<file path="config.mk">
export PLATFORM = sky130hd
export DESIGN_NAME = fifo_stream_packetizer_flat
export DESIGN_NICKNAME = d
export VERILOG_FILES = /design/src/rtl/fifo_stream_packetizer_pkg.sv /design/src/rtl/fifo_stream_packetizer_if.sv /design/src/rtl/fifo_read_skid.sv /design/src/rtl/fifo_stream_packetizer.sv /design/src/flat_wrapper.sv
export SDC_FILE = /design/constraint.sdc
export NUM_CORES = 1
export LEC_CHECK = 0
export BUFFER_PORTS_ARGS = -buffer_cell sky130_fd_sc_hd__buf_2
export CAP_MARGIN = 20
export CORE_UTILIZATION = 49
export DETAILED_ROUTE_END_ITERATION = 12
export GPL_TIMING_DRIVEN = 1
export MAX_ROUTING_LAYER = met4
export PLACE_DENSITY = 0.84
export SLEW_MARGIN = 25
export SYNTH_ARGS = -nofsm -noshare
export SYNTH_HDL_FRONTEND = slang
export SYNTH_SLANG_ARGS = --single-unit
</file>
<file path="constraint.sdc">
create_clock -name clk -period 3.8 [get_ports clk]
set_input_delay 0.38 -clock clk [delete_from_list [all_inputs] [get_ports clk]]
set_output_delay 0.38 -clock clk [all_outputs]
set_load 0.1 [all_outputs]
</file>
<file path="src/rtl/fifo_stream_packetizer_pkg.sv">
// rtl/fifo_stream_packetizer_pkg.sv - shared state type, header layout and header packing
// Purpose: types and constants shared by the packetizer top and its read buffer.
package fifo_stream_packetizer_pkg;

    typedef enum logic [1:0] {
        ST_IDLE = 2'd0,
        ST_HDR  = 2'd1,
        ST_PAY  = 2'd2
    } state_e;

    // Header word, MSB first: {magic, seq, payload length}, zero-extended to the bus.
    localparam int MAGIC_W   = 16;
    localparam int SEQ_W     = 32;
    localparam int LEN_W     = 16;
    localparam int HDR_W     = MAGIC_W + SEQ_W + LEN_W;
    localparam int LEN_LSB   = 0;
    localparam int SEQ_LSB   = LEN_LSB + LEN_W;
    localparam int MAGIC_LSB = SEQ_LSB + SEQ_W;

    localparam logic [MAGIC_W-1:0] MAGIC_DEFAULT = 16'hC0DE;

    function automatic logic [HDR_W-1:0] pack_header(
        input logic [MAGIC_W-1:0] magic,
        input logic [SEQ_W-1:0]   seq,
        input logic [LEN_W-1:0]   len
    );
        logic [HDR_W-1:0] h;
        h = '0;
        h[MAGIC_LSB +: MAGIC_W] = magic;
        h[SEQ_LSB +: SEQ_W]     = seq;
        h[LEN_LSB +: LEN_W]     = len;
        return h;
    endfunction

endpackage

</file>
<file path="src/rtl/fifo_stream_packetizer_if.sv">
// rtl/fifo_stream_packetizer_if.sv - FIFO read port and AXI-Stream master bundle
// Purpose: groups the FIFO read side and the outgoing stream of the packetizer.
// Ports (master = packetizer side):
//   fifo_re    out  read strobe to the FIFO
//   fifo_dout  in   FIFO data, valid the cycle after an accepted read
//   fifo_empty in   FIFO empty flag
//   m_tdata/m_tvalid/m_tlast out, m_tready in: outgoing stream
interface fifo_stream_packetizer_if #(
    parameter int DATA_WIDTH = 64
) ();
    logic                  fifo_re;
    logic [DATA_WIDTH-1:0] fifo_dout;
    logic                  fifo_empty;
    logic [DATA_WIDTH-1:0] m_tdata;
    logic                  m_tvalid;
    logic                  m_tready;
    logic                  m_tlast;

    modport master (
        output fifo_re, m_tdata, m_tvalid, m_tlast,
        input  fifo_dout, fifo_empty, m_tready
    );

    modport slave (
        input  fifo_re, m_tdata, m_tvalid, m_tlast,
        output fifo_dout, fifo_empty, m_tready
    );
endinterface

</file>
<file path="src/rtl/fifo_read_skid.sv">
// rtl/fifo_read_skid.sv - FIFO read engine with in-flight flag and 2-entry buffer
// Purpose: hides the one-cycle FIFO read latency behind a valid/ready head.
// Ports:
//   clk, rst        clock, synchronous active-low reset
//   active_i        reads allowed (packetizer not idle)
//   fifo_re_o       read strobe to the FIFO
//   fifo_dout_i     FIFO data for the read accepted last cycle
//   fifo_empty_i    FIFO empty flag
//   head_valid_o/head_data_o/head_ready_i  buffer head toward the FSM
module fifo_read_skid #(
    parameter int DATA_WIDTH = 64
) (
    input  logic                  clk,
    input  logic                  rst,
    input  logic                  active_i,
    output logic                  fifo_re_o,
    input  logic [DATA_WIDTH-1:0] fifo_dout_i,
    input  logic                  fifo_empty_i,
    output logic                  head_valid_o,
    output logic [DATA_WIDTH-1:0] head_data_o,
    input  logic                  head_ready_i
);

    logic [DATA_WIDTH-1:0] mem_q [2];
    logic                  wr_ptr_q;
    logic                  rd_ptr_q;
    logic [1:0]            count_q;
    logic                  inflight_q;

    logic       push;
    logic       pop;
    logic [1:0] committed;

    assign head_valid_o = (count_q != 2'd0);
    assign head_data_o  = mem_q[rd_ptr_q];
    assign pop          = head_valid_o && head_ready_i;
    assign push         = inflight_q;

    // Slots spoken for at the end of this cycle: the word leaving now frees
    // its slot, the word in flight claims one. Counting the pop lets a new
    // read go out every cycle while the head drains, so there is no bubble.
    assign committed = count_q - {1'b0, pop} + {1'b0, inflight_q};

    // Gated by rst so no read is accepted while the buffer is being cleared.
    assign fifo_re_o = rst && active_i && !fifo_empty_i && (committed < 2'd2);

    always_ff @(posedge clk) begin
        if (!rst) begin
            wr_ptr_q   <= 1'b0;
            rd_ptr_q   <= 1'b0;
            count_q    <= 2'd0;
            inflight_q <= 1'b0;
        end else begin
            inflight_q <= fifo_re_o;
            if (push) begin
                wr_ptr_q <= ~wr_ptr_q;
            end
            if (pop) begin
                rd_ptr_q <= ~rd_ptr_q;
            end
            count_q <= count_q + {1'b0, push} - {1'b0, pop};
        end
    end

    always_ff @(posedge clk) begin
        if (push) begin
            mem_q[wr_ptr_q] <= fifo_dout_i;
        end
    end

endmodule

</file>
<file path="src/rtl/fifo_stream_packetizer.sv">
// rtl/fifo_stream_packetizer.sv - drains the FIFO into fixed-length header+payload stream packets
// Purpose: emits {header, PAYLOAD_WORDS data words} packets, tlast on the final data word.
// Ports:
//   clk, rst      clock, synchronous active-low reset
//   en            packetizing enable, sampled only at packet boundaries
//   bus           FIFO read side and stream master (master modport)
//   seq_num       sequence number of the packet being sent or next to be sent
//   stall_cycles  saturating count of payload cycles with the sink ready but no data
module fifo_stream_packetizer
    import fifo_stream_packetizer_pkg::*;
#(
    parameter int              DATA_WIDTH    = 64,
    parameter int              PAYLOAD_WORDS = 1024,
    parameter logic [15:0]     MAGIC         = MAGIC_DEFAULT
) (
    input  logic                          clk,
    input  logic                          rst,
    input  logic                          en,
    fifo_stream_packetizer_if.master      bus,
    output logic [31:0]                   seq_num,
    output logic [31:0]                   stall_cycles
);

    localparam logic [LEN_W-1:0] LEN_FIELD = LEN_W'(PAYLOAD_WORDS);
    localparam logic [LEN_W-1:0] LAST_IDX  = LEN_W'(PAYLOAD_WORDS - 1);

    state_e             state_q, state_d;
    logic [LEN_W-1:0]   cnt_q, cnt_d;
    logic [SEQ_W-1:0]   seq_q, seq_d;
    logic [31:0]        stall_q, stall_d;

    logic                  skid_valid;
    logic                  skid_ready;
    logic [DATA_WIDTH-1:0] skid_data;
    logic                  fifo_re;

    logic                  tvalid;
    logic                  tlast;
    logic [DATA_WIDTH-1:0] tdata;
    logic [DATA_WIDTH-1:0] hdr;

    fifo_read_skid #(
        .DATA_WIDTH (DATA_WIDTH)
    ) u_skid (
        .clk          (clk),
        .rst          (rst),
        .active_i     (state_q != ST_IDLE),
        .fifo_re_o    (fifo_re),
        .fifo_dout_i  (bus.fifo_dout),
        .fifo_empty_i (bus.fifo_empty),
        .head_valid_o (skid_valid),
        .head_data_o  (skid_data),
        .head_ready_i (skid_ready)
    );

    always_comb begin
        state_d    = state_q;
        cnt_d      = cnt_q;
        seq_d      = seq_q;
        stall_d    = stall_q;
        tvalid     = 1'b0;
        tlast      = 1'b0;
        tdata      = '0;
        skid_ready = 1'b0;
        hdr        = '0;
        hdr[HDR_W-1:0] = pack_header(MAGIC, seq_q, LEN_FIELD);

        unique case (state_q)
            ST_IDLE: begin
                if (en) begin
                    state_d = ST_HDR;
                end
            end
            ST_HDR: begin
                // Header goes out regardless of FIFO level; the payload paces itself.
                tvalid = 1'b1;
                tdata  = hdr;
                if (bus.m_tready) begin
                    state_d = ST_PAY;
                    cnt_d   = '0;
                end
            end
            ST_PAY: begin
                tvalid     = skid_valid;
                tdata      = skid_valid ? skid_data : '0;
                tlast      = skid_valid && (cnt_q == LAST_IDX);
                skid_ready = bus.m_tready;
                if (skid_valid && bus.m_tready) begin
                    if (cnt_q == LAST_IDX) begin
                        seq_d   = seq_q + 32'd1;
                        cnt_d   = '0;
                        state_d = en ? ST_HDR : ST_IDLE;
                    end else begin
                        cnt_d = cnt_q + 1'b1;
                    end
                end else if (bus.m_tready && (stall_q != '1)) begin
                    stall_d = stall_q + 32'd1;
                end
            end
            default: begin
                state_d = ST_IDLE;
            end
        endcase
    end

    always_ff @(posedge clk) begin
        if (!rst) begin
            state_q <= ST_IDLE;
            cnt_q   <= '0;
            seq_q   <= '0;
            stall_q <= '0;
        end else begin
            state_q <= state_d;
            cnt_q   <= cnt_d;
            seq_q   <= seq_d;
            stall_q <= stall_d;
        end
    end

    assign bus.fifo_re  = fifo_re;
    assign bus.m_tvalid = tvalid;
    assign bus.m_tlast  = tlast;
    assign bus.m_tdata  = tdata;
    assign seq_num      = seq_q;
    assign stall_cycles = stall_q;

endmodule
</file>
<file path="src/flat_wrapper.sv">
// flat-port wrapper written by rule: the top's interface ports become plain ports
module fifo_stream_packetizer_flat import fifo_stream_packetizer_pkg::*;
#(
    parameter int              DATA_WIDTH    = 64,
    parameter int              PAYLOAD_WORDS = 1024,
    parameter logic [15:0]     MAGIC         = MAGIC_DEFAULT
)
  (clk, rst, en, seq_num, stall_cycles, bus_fifo_re, bus_m_tdata, bus_m_tvalid, bus_m_tlast, bus_fifo_dout, bus_fifo_empty, bus_m_tready);
  fifo_stream_packetizer_if #(.DATA_WIDTH(DATA_WIDTH)) bus_i ();
  input  logic clk;
  input  logic rst;
  input  logic en;
  output logic [31:0] seq_num;
  output logic [31:0] stall_cycles;
  output wire logic [$bits(bus_i.fifo_re)-1:0] bus_fifo_re;
  output wire logic [$bits(bus_i.m_tdata)-1:0] bus_m_tdata;
  output wire logic [$bits(bus_i.m_tvalid)-1:0] bus_m_tvalid;
  output wire logic [$bits(bus_i.m_tlast)-1:0] bus_m_tlast;
  input wire logic [$bits(bus_i.fifo_dout)-1:0] bus_fifo_dout;
  input wire logic [$bits(bus_i.fifo_empty)-1:0] bus_fifo_empty;
  input wire logic [$bits(bus_i.m_tready)-1:0] bus_m_tready;
  assign bus_fifo_re = bus_i.fifo_re;
  assign bus_m_tdata = bus_i.m_tdata;
  assign bus_m_tvalid = bus_i.m_tvalid;
  assign bus_m_tlast = bus_i.m_tlast;
  assign bus_i.fifo_dout = bus_fifo_dout;
  assign bus_i.fifo_empty = bus_fifo_empty;
  assign bus_i.m_tready = bus_m_tready;
  fifo_stream_packetizer #(.DATA_WIDTH(DATA_WIDTH), .PAYLOAD_WORDS(PAYLOAD_WORDS), .MAGIC(MAGIC)) u_core (.clk(clk), .rst(rst), .en(en), .bus(bus_i), .seq_num(seq_num), .stall_cycles(stall_cycles));
endmodule
</file>
==> results.txt <==
* Total power consumption of the routed design: 5.76 mW
* Vert. Die Dim: 141 um
* Switching power: 1.54 mW
- Synth Flop Type: sky130_fd_sc_hd__edfxtp_1
- Crit. End Element: output pin
- The layout has 1456 filler cells.
- Worst Setup Path Type: reg2out
* Number of remaining DRC errors: 0
- Leaving out fill and tap cells, the most frequent cell in the layout is sky130_fd_sc_hd__buf_2.
- The final number of max-transition violations is 0.
- CTS built an H-tree with a depth of 1.
- Share of the yosys chip area belonging to registers: 58.9%
- The synthesized design contains 128 enable-type register cells.
- The number of global-route vias before repair was 7147.
* Worst hold path class: in2reg
* Synthesis warning total: 0
- On the final layout, the worst clock skew is 0.0349 ns.
* Switch share: 26.8%
* Minimum hold slack: 0.0250 ns
- The first global-routing pass estimated 36700 um of wire.
- CTS Hold Buffers Added: 0
* Post-route cell area: 11600 um2
- Worst slew margin relative to its limit: 33.7%
* Routed WL: 22900 um
- Counting along the longest clock path gives a buffer depth of 3.
- Critical Path AT: 3.06 ns
* Clock Root Buffer: sky130_fd_sc_hd__clkbuf_16
- For this run the aggregate overflow at the end of global routing stands at 0.
- Skew-Pair Late Insertion Delay: 0.54 ns
- Width of the chip: 141 um
* Setup TNS: 0 ns
* Count of final hold-check violations: 0
- 200 I/O pins were placed.
* VDD IR max: 0.000536 V
* Leakage Power: 4.21 nW
- Antenna violations before repair: 0
* Actual slew at the worst max-slew pin: 0.989 ns
- The number of gates resized after CTS was 0.
* Area used by multi-input combinational logic: 3680 um2
- After clock tree synthesis, the clock-pin slew on the worst setup and hold paths is 0.06 ns.
* Flop pwr share: 46.1%
- Internal power: 4.22 mW
- Post-Route Utilization: 61.3%
* Commonest cells after routing, fill and taps aside: sky130_fd_sc_hd__buf_2 (198), sky130_fd_sc_hd__edfxtp_1 (128), sky130_fd_sc_hd__dfxtp_1 (87)
* Timing-limited maximum frequency: 291 MHz
* Violation count after the first detailed-route iteration: 442
- Maximum number of pins on one net before global-route repair: 61
- Layout cells sized above 1: 26.0%
* Unrepaired setup endpoints after global routing: no
- Routed length per placed instance: 17.6 um
- Core Rows: 50
* Number of sinks handled by clock tree synthesis: 216
* Shortest clock period the worst path allows after layout: 3.44 ns
- Clock tree from TritonCTS: built
* Full die area: 20000 um2
* Worst-case setup margin in the final layout: 0.360 ns
- In the routed layout, each cell is associated on average with a via count of 5.61.
* Post-route fraction of the period consumed by the critical path: 90.5%
- Post-route non-filler standard cell count: 1305
- Detailed routing inserted a total of 7318 vias.
- Setup violations remaining at the end of the flow were counted as 0.
- Combined area of all synthesized cells: 9520 um2
- Across the run, the number of max-cap violations was 0.
* Placed instance area: 10800 um2
* Portion of total power attributed to combinational logic: 12.8%
* Initial Utilization: 50.4%
- Compared with the post-synthesis result, the final layout area differs by 21.7%.
- The congestion estimate from routability-driven global placement came to 0.820.
* Post-CTS setup buffer count: 0
- In the synthesized netlist, the number of instances is 837.
- Number of antenna-violating nets in the routed design: 0
- Counting tap cells, the placed design contains a total of 1261 instances.
* Num CTS Buffers: 24
- In the final design database the tool counted 1106 nets.
- Counting flops with an async set or reset pin after synthesis yields a share of 0%.
- Worst Path Max Fanout: 10
- Seq. cell area: 5610 um2
- At the worst endpoint, the required time is 3.42 ns.
* Port buffer count: 199
- Core Box Area: 18900 um2
- In the global route stage, overall resource usage came out at 23.9%.
- Number of distinct library cells after synthesis: 55
- At the placement stage, the worst setup path has a slack of 0.885 ns.
- CP Launch Type: register
* Flip-flop and latch count after synthesis: 216
- Number of nets in the synthesized netlist: 916
- The clock network is responsible for 41.1% of the overall power.
- Placed wire-length estimate after detailed placement: 15600 um
- Average cell area after synthesis: 11.4 um2
* Antenna Diode Count: 0
* P per Cell Area: 497 nW/um2
- Before antenna repair, the detailed router went through 7 iterations.
- Run status: complete, no violations
-- critical path, cell delays in order (launching register included) --
cell and delay [ns]:
sky130_fd_sc_hd__dfxtp_1 0.40, sky130_fd_sc_hd__inv_1 0.11, sky130_fd_sc_hd__ha_1 0.33, sky130_fd_sc_hd__o211ai_1 0.21, sky130_fd_sc_hd__inv_1 0.17, sky130_fd_sc_hd__ha_1 0.31
sky130_fd_sc_hd__inv_1 0.04, sky130_fd_sc_hd__ha_1 0.18, sky130_fd_sc_hd__xnor2_1 0.13, sky130_fd_sc_hd__xnor2_1 0.17, sky130_fd_sc_hd__nor4_2 0.28, sky130_fd_sc_hd__buf_12 0.22
-- cells in the mapped netlist, types with 3 or more instances --
master                     count  area (um2)
sky130_fd_sc_hd__nand4_1      18         113
sky130_fd_sc_hd__dfxtp_1      88        1760
sky130_fd_sc_hd__buf_1         6        22.5
sky130_fd_sc_hd__xor2_1       14         123
sky130_fd_sc_hd__or3_1        16         100
sky130_fd_sc_hd__and2_1       13        81.3
sky130_fd_sc_hd__nand3_1      28         140
sky130_fd_sc_hd__ha_1         10         125
sky130_fd_sc_hd__nor3b_1       5        37.5
sky130_fd_sc_hd__o211ai_1      4        30.0
sky130_fd_sc_hd__clkbuf_1     24        90.1
sky130_fd_sc_hd__nand2b_1      9        56.3
sky130_fd_sc_hd__nor4_1        7        43.8
sky130_fd_sc_hd__nor3_2        3        30.0
sky130_fd_sc_hd__buf_2         9        45.0
sky130_fd_sc_hd__and4_1       11        96.3
sky130_fd_sc_hd__nand2_1      72         270
sky130_fd_sc_hd__a21oi_1      49         245
sky130_fd_sc_hd__mux2i_1      72         721
sky130_fd_sc_hd__nor3_1       16        80.1
sky130_fd_sc_hd__nor2_1       63         236
sky130_fd_sc_hd__o21ai_0      53         265
sky130_fd_sc_hd__o31ai_1      22         165
sky130_fd_sc_hd__edfxtp_1    128        3840
sky130_fd_sc_hd__inv_1        14        52.6
sky130_fd_sc_hd__and3_1        5        31.3
sky130_fd_sc_hd__xnor2_1      19         166
sky130_fd_sc_hd__or4_1        20         150
-- area by class of cell --
type / count / share of cell area [%]
multi-input cells: 562 / 31.8
repair buffers: 207 / 9.36
well taps: 260 / 2.81
clock inverters: 14 / 1.49
inverters: 16 / 0.519
flip-flops and latches: 216 / 48.4
clock buffers: 30 / 5.64
-- worst paths after layout --
check | cells after the start | from | to | slack, ns
hold / removal | 1 | bus_fifo_dout[12] | u_core.u_skid.mem_q[0][12] | 0.02
setup / recovery | 11 | u_core.state_q[0] | bus_fifo_re | 0.36
setup reg to reg | 7 | u_core.state_q[0] | u_core.cnt_q[14] | 1.23
hold reg to reg | 2 | u_core.stall_cycles[18] | u_core.stall_cycles[18] | 0.49
-- metal layers --
layer  vias to the layer above  share of wire, %  wire length (um)  GRT usage [%]
li1                       3494                 -                 -              -
met1                      3501                40              9210           28.7
met2                       271                49             11300           39.8
met3                        52               7.8              1790           5.74
met4                         0               2.9               654           7.41
met5                         -                 0                 0              -
-- power groups by stage --
stage | logic (mW) | registers (mW) | clock network (mW)
2_1_floorplan | 0.544 | 2.71 | 0
3_3_place_gp | 0.716 | 2.69 | 0
3_5_place_dp | 0.731 | 2.70 | 0
4_1_cts | 0.736 | 2.66 | 2.40
5_1_grt | 0.783 | 2.66 | 2.49
6_report | 0.738 | 2.66 | 2.36
-- registers in the layout (all words and copies together), names as in the netlist, named ones only --
signal / flops
u_core.seq_num: 32
u_core.u_skid.wr_ptr_q: 1
u_core.u_skid.count_q: 2
u_core.state_q: 2
u_core.stall_cycles: 32
u_core.u_skid.rd_ptr_q: 1
u_core.cnt_q: 16
u_core.u_skid.mem_q: 128
u_core.u_skid.inflight_q: 1
-- logic make-up after synthesis --
family                     after synthesis  synth area share (%)
DFF                                    216                  58.9
and+or+nand+nor                        305                  17.8
muxes                                   73                  7.69
AOI/OAI and AO/OA                      141                  8.54
buffers and inverters                   59                  2.68
xor gates and xnor gates                33                  3.04
adders and majority gates               10                  1.31
No activity file was read; power rests on OpenSTA's default activity.
